## src/rtl/series_ctrl_pkg.sv

```systemverilog
// series_ctrl_pkg
//  Shared types for the series/polynomial evaluator controller.
//  Contents:
//   state_e        controller states, 3-bit encoding
//   strobe_t       bundle of every Moore-decoded controller output strobe
//   decode_strobes maps (state, multiply-step last-cycle flag) to strobes
//  The optional abort feature (SERIES_CTRL_ABORT_EN) does not affect this file.
package series_ctrl_pkg;

  typedef enum logic [2:0] {
    IDLE = 3'd0,
    LOAD = 3'd1,
    INIT = 3'd2,
    MULX = 3'd3,
    MULC = 3'd4,
    ADD  = 3'd5,
    DONE = 3'd6
  } state_e;

  typedef struct packed {
    logic ldx;
    logic ldy;
    logic initr;
    logic initt;
    logic xmult;
    logic coeffmult;
    logic ldt;
    logic ldr;
    logic ready;
    logic done;
  } strobe_t;

  // Pure Moore decode: the only non-state input is the latency counter's
  // last-cycle flag, which gates ldt inside the two multiply steps.
  function automatic strobe_t decode_strobes(state_e st, logic step_last);
    strobe_t s;
    s = '0;
    case (st)
      IDLE: s.ready = 1'b1;
      LOAD: begin
        s.ldx = 1'b1;
        s.ldy = 1'b1;
      end
      INIT: begin
        s.initr = 1'b1;
        s.initt = 1'b1;
      end
      MULX: begin
        s.xmult = 1'b1;
        s.ldt   = step_last;
      end
      MULC: begin
        s.coeffmult = 1'b1;
        s.ldt       = step_last;
      end
      ADD:     s.ldr  = 1'b1;
      DONE:    s.done = 1'b1;
      default: s      = '0;
    endcase
    return s;
  endfunction

endpackage

```

## src/rtl/lat_counter.sv

```systemverilog
// lat_counter
//  Counts the cycles of one multiply step and flags the last one.
//  Parameters:
//   MUL_LAT  cycles per multiply step (>= 1)
//  Ports:
//   clk     in  1  clock, rising edge
//   rst     in  1  asynchronous active-high reset
//   clear   in  1  restart the count (asserted on every controller state change)
//   enable  in  1  a multiply step is in progress this cycle
//   last    out 1  this is cycle MUL_LAT of the current step
module lat_counter #(
  parameter int MUL_LAT = 1
) (
  input  logic clk,
  input  logic rst,
  input  logic clear,
  input  logic enable,
  output logic last
);

  localparam int CW = $clog2(MUL_LAT + 1);
  localparam logic [CW-1:0] LAST_VAL = CW'(MUL_LAT - 1);

  logic [CW-1:0] cnt_reg;

  // Count runs 0..MUL_LAT-1 within a step; clear has priority so that a
  // MULX->MULC hand-over starts the second step from zero.
  always_ff @(posedge clk or posedge rst) begin
    if (rst) begin
      cnt_reg <= '0;
    end else if (clear) begin
      cnt_reg <= '0;
    end else if (enable) begin
      cnt_reg <= cnt_reg + CW'(1);
    end
  end

  assign last = enable && (cnt_reg == LAST_VAL);

endmodule

```

## src/rtl/series_eval_ctrl.sv

```systemverilog
// series_eval_ctrl
//  Moore FSM driving the load/init/mux strobes of the series evaluator
//  datapath (x, y, r, t registers and coefficient ROM). Runtime term count,
//  internal coefficient address counter, configurable multiply latency and a
//  one-cycle done pulse.
//  Build option: define SERIES_CTRL_ABORT_EN to add the abort port; without it
//  an evaluation always runs to DONE.
//  Parameters:
//   ADDR_W   coefficient address / nterms width (max terms 2**ADDR_W-1)
//   MUL_LAT  cycles per multiply step (>= 1)
//  Ports:
//   clk, rst          clock (rising) / asynchronous active-high reset
//   start             level: rise begins load, fall begins evaluation
//   nterms            term count, sampled while in LOAD
//   abort             cancel (only with SERIES_CTRL_ABORT_EN)
//   ldx, ldy          load x / y operand registers
//   initr, initt      initialise result / term registers
//   xmult, coeffmult  multiplier mux selects t*x / t*coeff[adr]
//   ldt               load term register (last cycle of a multiply step)
//   ldr               accumulate r <= r + t
//   adr               registered coefficient ROM address
//   ready             idle, accepting start
//   done              one-cycle result-valid pulse
module series_eval_ctrl
  import series_ctrl_pkg::*;
#(
  parameter int ADDR_W  = 4,
  parameter int MUL_LAT = 1
) (
  input  logic              clk,
  input  logic              rst,
  input  logic              start,
  input  logic [ADDR_W-1:0] nterms,
`ifdef SERIES_CTRL_ABORT_EN
  input  logic              abort,
`endif
  output logic              ldx,
  output logic              ldy,
  output logic              initr,
  output logic              initt,
  output logic              xmult,
  output logic              coeffmult,
  output logic              ldt,
  output logic              ldr,
  output logic [ADDR_W-1:0] adr,
  output logic              ready,
  output logic              done
);

  localparam logic [ADDR_W-1:0] ONE = ADDR_W'(1);

  state_e            state_reg, state_next;
  logic [ADDR_W-1:0] adr_reg;
  logic [ADDR_W-1:0] nterms_reg;
  logic              step_en;
  logic              step_clear;
  logic              step_last;
  logic              abort_hit;
  strobe_t           strobes;

`ifdef SERIES_CTRL_ABORT_EN
  assign abort_hit = abort && (state_reg != IDLE);
`else
  assign abort_hit = 1'b0;
`endif

  assign step_en    = (state_reg == MULX) || (state_reg == MULC);
  // Any state change restarts the step counter, so each step starts at 0.
  assign step_clear = (state_next != state_reg);

  lat_counter #(
    .MUL_LAT (MUL_LAT)
  ) u_lat (
    .clk    (clk),
    .rst    (rst),
    .clear  (step_clear),
    .enable (step_en),
    .last   (step_last)
  );

  always_comb begin
    state_next = state_reg;
    unique case (state_reg)
      IDLE: if (start)      state_next = LOAD;
      LOAD: if (!start)     state_next = INIT;
      INIT: state_next = (nterms_reg == '0) ? DONE : MULX;
      MULX: if (step_last)  state_next = MULC;
      MULC: if (step_last)  state_next = ADD;
      // adr still holds the index of the term just accumulated.
      ADD:  state_next = (adr_reg == nterms_reg - ONE) ? DONE : MULX;
      DONE: state_next = IDLE;
      default: state_next = IDLE;
    endcase
    if (abort_hit) begin
      state_next = IDLE;
    end
  end

  always_ff @(posedge clk or posedge rst) begin
    if (rst) begin
      state_reg  <= IDLE;
      adr_reg    <= '0;
      nterms_reg <= '0;
    end else begin
      state_reg <= state_next;
      // Clearing on abort makes adr read 0 on the first IDLE cycle.
      if (abort_hit || (state_reg == IDLE)) begin
        adr_reg <= '0;
      end else if (state_reg == ADD) begin
        adr_reg <= adr_reg + ONE;
      end
      if (state_reg == LOAD) begin
        nterms_reg <= nterms;
      end
    end
  end

  assign strobes   = decode_strobes(state_reg, step_last);
  assign ldx       = strobes.ldx;
  assign ldy       = strobes.ldy;
  assign initr     = strobes.initr;
  assign initt     = strobes.initt;
  assign xmult     = strobes.xmult;
  assign coeffmult = strobes.coeffmult;
  assign ldt       = strobes.ldt;
  assign ldr       = strobes.ldr;
  assign ready     = strobes.ready;
  assign done      = strobes.done;
  assign adr       = adr_reg;

endmodule

```

## config.mk

```make
export PLATFORM = sky130hd
export DESIGN_NAME = series_eval_ctrl
export DESIGN_NICKNAME = d
export VERILOG_FILES = /design/src/rtl/series_ctrl_pkg.sv /design/src/rtl/lat_counter.sv /design/src/rtl/series_eval_ctrl.sv
export SDC_FILE = /design/constraint.sdc
export NUM_CORES = 1
export LEC_CHECK = 0
export CORE_MARGIN = 2
export CORE_UTILIZATION = 40
export CTS_BUF_LIST = sky130_fd_sc_hd__clkbuf_8
export CTS_CLUSTER_DIAMETER = 60
export DETAILED_ROUTE_END_ITERATION = 16
export HOLD_SLACK_MARGIN = 0.15
export PLACE_DENSITY_LB_ADDON = 0.1
export SYNTH_ARGS = -nofsm -noshare
export SYNTH_HDL_FRONTEND = slang
export SYNTH_SLANG_ARGS = --single-unit
```

## constraint.sdc

```tcl
create_clock -name clk -period 5.5 [get_ports clk]
set_input_delay 1.1 -clock clk [delete_from_list [all_inputs] [get_ports clk]]
set_output_delay 1.1 -clock clk [all_outputs]
set_load 0.1 [all_outputs]
```

==> flow_summary.ini, run 1 <==
[floorplan]
dieArea_mm2 = 0.00217
die_h_um = 46.6
num_io_pins = 21
core_mm2 = 0.00171
start_util_pct = 42.5
std_cell_rows = 15
die_w_um = 46.6

[hold_path]
min_to = adr[3]
whs_path_depth = 1
hold_class = flip-flop to flip-flop
hold_start = adr[3]

[status]
status = finished clean

[clocking]
clk_latency_ns = 0.25
clock-sinks = 12
cts.clk_slew.worst_paths_ns = 0.06
cts_buffer_depth = 2
ctsHoldBuffers = 0
cts_tree = built
post-cts-setup-buffers = 0
clockRootBuffer = clkbuf_8
post_cts_resized = 0
htreeDepth = 1
cts_buffers = 3

[worst_setup_path]
crit_required_ns = 4.40
cp_data_arrival_time_ns = 2.45
end_kind = primary output
r2r-end = state_reg[0]
worst-setup-path-type = flip-flop to primary output
critical_path.slowest_cell = clkdlybuf4s50_1
worstReg2RegStart = nterms_reg[0]
critPathMaxFanout = 12
reg2reg_depth = 5
critPathMaxStageDelay_ns = 1.22
reg2reg_slack_ns = 3.65
crit_path_start_kind = flip-flop
path_cells = nor3b_2 > clkdlybuf4s50_1

[route]
wl_mm = 1.44
wire_per_inst_um = 12.2
viasPerCell = 4.94
ant_nets = 0
drc = 0
drt_iter0_markers = 16
first_pass_iters = 4
vias = 583

[placed_design]
pre_cts_slack_ns = 2.21
gp_congestion = 0.713
portBuffers = 20
place_area_um2 = 925
dp_hpwl_mm = 1.04

[logic_synthesis]
synth_seq_cells = 12
synth_area_um2 = 726
syn_inst = 75
syn-num-nets = 85
synth_cell_types = 29
synth-seq-area-share_pct = 41.4
synth.avg_cell_area_um2 = 9.68
synth_warnings = 0

[sta]
rsz0062_at_grt = false
finalSetupTns_ns = 0
slew_viol_final = 0
max_freq_ghz = 0.282
period_needed_ns = 3.55
tightest_slew_ns = 0.969
period_share_pct = 64.5
setup_viol = 0
slew_headroom_pct = 35.2
hold_viol = 0
skew_ns = 0.00141
setup_ws_ns = 1.95

[global_route]
grt_util_all_layers_pct = 16.8
grt_pass1_vias = 534
antenna_found_initial = 0
grt_pass1_wl_mm = 2.43
grt_max_degree = 13
grt_overflow = 0

[layout]
antenna_cells = 0
fin_area_um2 = 980
multiInputGateArea_um2 = 382
drive_gt1_share_pct = 10.8
final_nets = 104
final_core_util_pct = 57.4
syn_to_final_growth_pct = 35.0
fillCellCount = 162
seq_area_um2 = 300

[run]
cap_viol_max_count = 0
[layout make-up]
class,count,share of cell area [%]
inverters,3,1.15
clock buffers,4,5.62
flip-flops and latches,12,30.7
repair buffers,20,20.4
well taps,25,3.19
multi-input cells,54,39.0
[critical path: cells and delay by family (launching register included)]
kind / cells / cell delay [ns]
buf+inv: 1 / 1.22
flops: 1 / 0.52
simple gates: 1 / 0.46
[cell usage after synthesis]
library cell,count,area share [%]
nor2b_1,2,1.7
a21oi_1,1,0.69
nand2_1,5,2.6
buf_2,2,1.4
o211ai_1,1,1.0
dfrtp_1,12,41
nor3_1,3,2.1
nor3b_2,1,1.7
and2_1,1,0.86
nand4_1,1,0.86
xor2_1,2,2.4
inv_1,3,1.6
nand2b_1,4,3.4
mux2i_1,1,1.4
o21ai_0,3,2.1
a22o_1,1,1.2
and3b_1,1,1.2
ha_1,3,5.2
nand3_1,1,0.69
clkbuf_1,2,1.0
xnor2_1,6,7.2
or4_4,1,1.6
buf_4,2,2.1
o22ai_1,1,0.86
a211o_1,1,1.2
mux2_2,3,4.7
or4b_2,1,1.4
nor4b_1,2,2.4
nor2_1,8,4.1
[kinds of logic (layout without fill, tap and decap cells)]
kind of cell	Yosys count	in the layout	share of synthesized area, %
AO/OA/AOI/OAI	8	8	7.07
multiplexers	4	4	6.03
XOR/XNOR	8	8	9.66
buffers and inverters	9	27	6.03
AND/OR/NAND/NOR	31	31	24.7
flip-flops	12	12	41.4
adder cells (fa/ha/maj)	3	3	5.17
[routing by layer]
metal	share of wire, %	vias to the layer above	GRT usage [%]	routed length [um]
li1	-	290	-	-
met1	48	274	22.5	695
met2	44	14	23.6	633
met3	4.7	5	3.53	68
met4	3.0	0	12.0	43
met5	0	-	0	0
[how the worst max path moves through the flow]
stage / start / end
after floorplan: state_reg[1] / ldt
after global placement: state_reg[0] / ldy
after detailed placement: state_reg[0] / ready
after CTS: state_reg[0] / ldx
after global routing: state_reg[0] / ldx
final: state_reg[0] / ldx
[per-stage QoR]
stage / hold WS [ns] / cells
after global placement: 0.532 / 114
final: 0.521 / 118
after global routing: 0.542 / 118
after CTS: 0.533 / 118
after detailed placement: 0.522 / 114
after floorplan: 0.548 / 75
[layout by cell type, fill, tap and decap left out, drive strengths merged, types with 3 or more instances in the layout]
cell type,instances
clkdlybuf4s50,20
dfrtp,12
nor2,8
xnor2,6
nand2,5
nand2b,4
clkbuf,4
mux2,3
nor3,3
inv,3
o21ai,3
ha,3
Power of run 1 is not shown: default switching activity piles up to over one toggle a cycle in this logic, so the estimate is an artifact.
==> run 2, diff against run 1 <==
==> constraint.sdc (replaced) <==
create_clock -name clk -period 2.8 [get_ports clk]
set_input_delay 0.56 -clock clk [delete_from_list [all_inputs] [get_ports clk]]
set_output_delay 0.56 -clock clk [all_outputs]
set_load 0.1 [all_outputs]
==> flow_summary.ini, run 2 (synthesis results as in run 1) <==
[floorplan]
num_io_pins = 21
core_mm2 = 0.00171
die_w_um = 46.6
die_h_um = 46.6
std_cell_rows = 15
start_util_pct = 42.5
dieArea_mm2 = 0.00217

[sta]
slew_viol_final = 0
period_needed_ns = 2.11
period_share_pct = 75.2
max_freq_ghz = 0.475
tightest_slew_ns = 0.461
hold_viol = 0
whs_ns = 0.526
slew_headroom_pct = 69.2
skew_ns = 0.00385
setup_viol = 0
rsz0062_at_grt = false

[hold_path]
min_to = adr[3]
hold_start = adr[3]
whs_path_depth = 1
hold_class = flip-flop to flip-flop

[run]
cap_viol_max_count = 0

[route]
wl_mm = 1.40
drt_iter0_markers = 6
first_pass_iters = 4
wire_per_inst_um = 11.9
drc = 0
ant_nets = 0
vias = 565
viasPerCell = 4.79

[clocking]
cts_tree = built
post_cts_resized = 0
cts.clk_slew.worst_paths_ns = 0.05
clock-sinks = 12
ctsHoldBuffers = 0
htreeDepth = 1
clk_latency_ns = 0.24
clockRootBuffer = clkbuf_8
cts_buffer_depth = 2
cts_buffers = 3
post-cts-setup-buffers = 0

[worst_setup_path]
end_kind = primary output
path_cells = nor2b_1 > and2_1 > nor2_1 > nor2_2 > buf_4
r2r-end = state_reg[0]
crit_path_start_kind = flip-flop
critPathMaxStageDelay_ns = 0.54
critPathMaxFanout = 11
critical_path.slowest_cell = dfrtp_1
worstReg2RegStart = nterms_reg[0]
worst-setup-path-type = flip-flop to primary output
reg2reg_depth = 5
crit_required_ns = 2.24
reg2reg_slack_ns = 0.95
cp_data_arrival_time_ns = 1.55

[placed_design]
gp_congestion = 0.773
place_area_um2 = 935
dp_hpwl_mm = 1.04
portBuffers = 20

[layout]
final_common_cell = buf_4
fin_area_um2 = 976
final_cell_mix = 13 x buf_4, 12 x dfrtp_1, 6 x xnor2_1, 6 x clkdlybuf4s50_1
syn_to_final_growth_pct = 34.5
fillCellCount = 160
drive_gt1_share_pct = 30.1
antenna_cells = 0
final_nets = 105

[global_route]
grt_pass1_vias = 537
grt_pass1_wl_mm = 2.35
grt_max_degree = 13
antenna_found_initial = 0
grt_overflow = 0
grt_util_all_layers_pct = 16.4

[status]
status = finished clean
[run 2: cell types whose count changed in the layout (fill, tap and decap cells not counted)]
cell	previous run	this run
nor2_1	8	5
clkdlybuf4s50_1	20	6
buf_12	0	2
nor3_1	3	2
clkbuf_8	4	3
nor3_2	0	1
nor2_2	0	3
buf_4	0	13
[run 2: how the worst max path moves through the flow]
stage                      start   to  slack (ns)
global placement    state_reg[1]  ldt        0.96
detailed placement  state_reg[1]  ldt        0.95
CTS                 state_reg[1]  ldt        0.68
finish              state_reg[1]  ldt        0.69
global route        state_reg[1]  ldt        0.57
floorplan           state_reg[1]  ldt       -0.28
[run 2: metal layers]
| metal | vias to the layer above | track usage [%] | wire length (um) |
|---|---|---|---|
| met1 | 260 | 19.5 | 625 |
| met3 | 2 | 7.45 | 91 |
| met2 | 16 | 25.6 | 667 |
| met4 | 0 | 6.86 | 16 |
| met5 | - | 0 | 0 |
| li1 | 287 | - | - |
[run 2: cell type report]
cell class	instances	area (um2)	area share [%]
well taps	25	31.3	3.21
multi-input cells	54	394	40.4
inverters	3	11.3	1.15
clock buffers	3	41.3	4.23
repair buffers	21	198	20.3
flip-flops and latches	12	300	30.8
[run 2: worst max-delay path, delay by kind of cell (launching register included)]
kind | cells | cell delay (ns)
flops | 1 | 0.54
simple gates | 4 | 0.49
buf+inv | 1 | 0.29
[run 2: stage by stage]
step / setup TNS, ns / cells / utilization (%) / worst slack [ns]
2_1_floorplan: -0.526 / 75 / - / -0.282
3_3_place_gp: 0 / 115 / 54.7 / 0.959
3_5_place_dp: 0 / 115 / 54.7 / 0.951
4_1_cts: 0 / 118 / 57.1 / 0.679
5_1_grt: 0 / 118 / 57.1 / 0.571
6_report: 0 / 118 / 57.1 / 0.693
Power of run 2 is left out for the same reason.
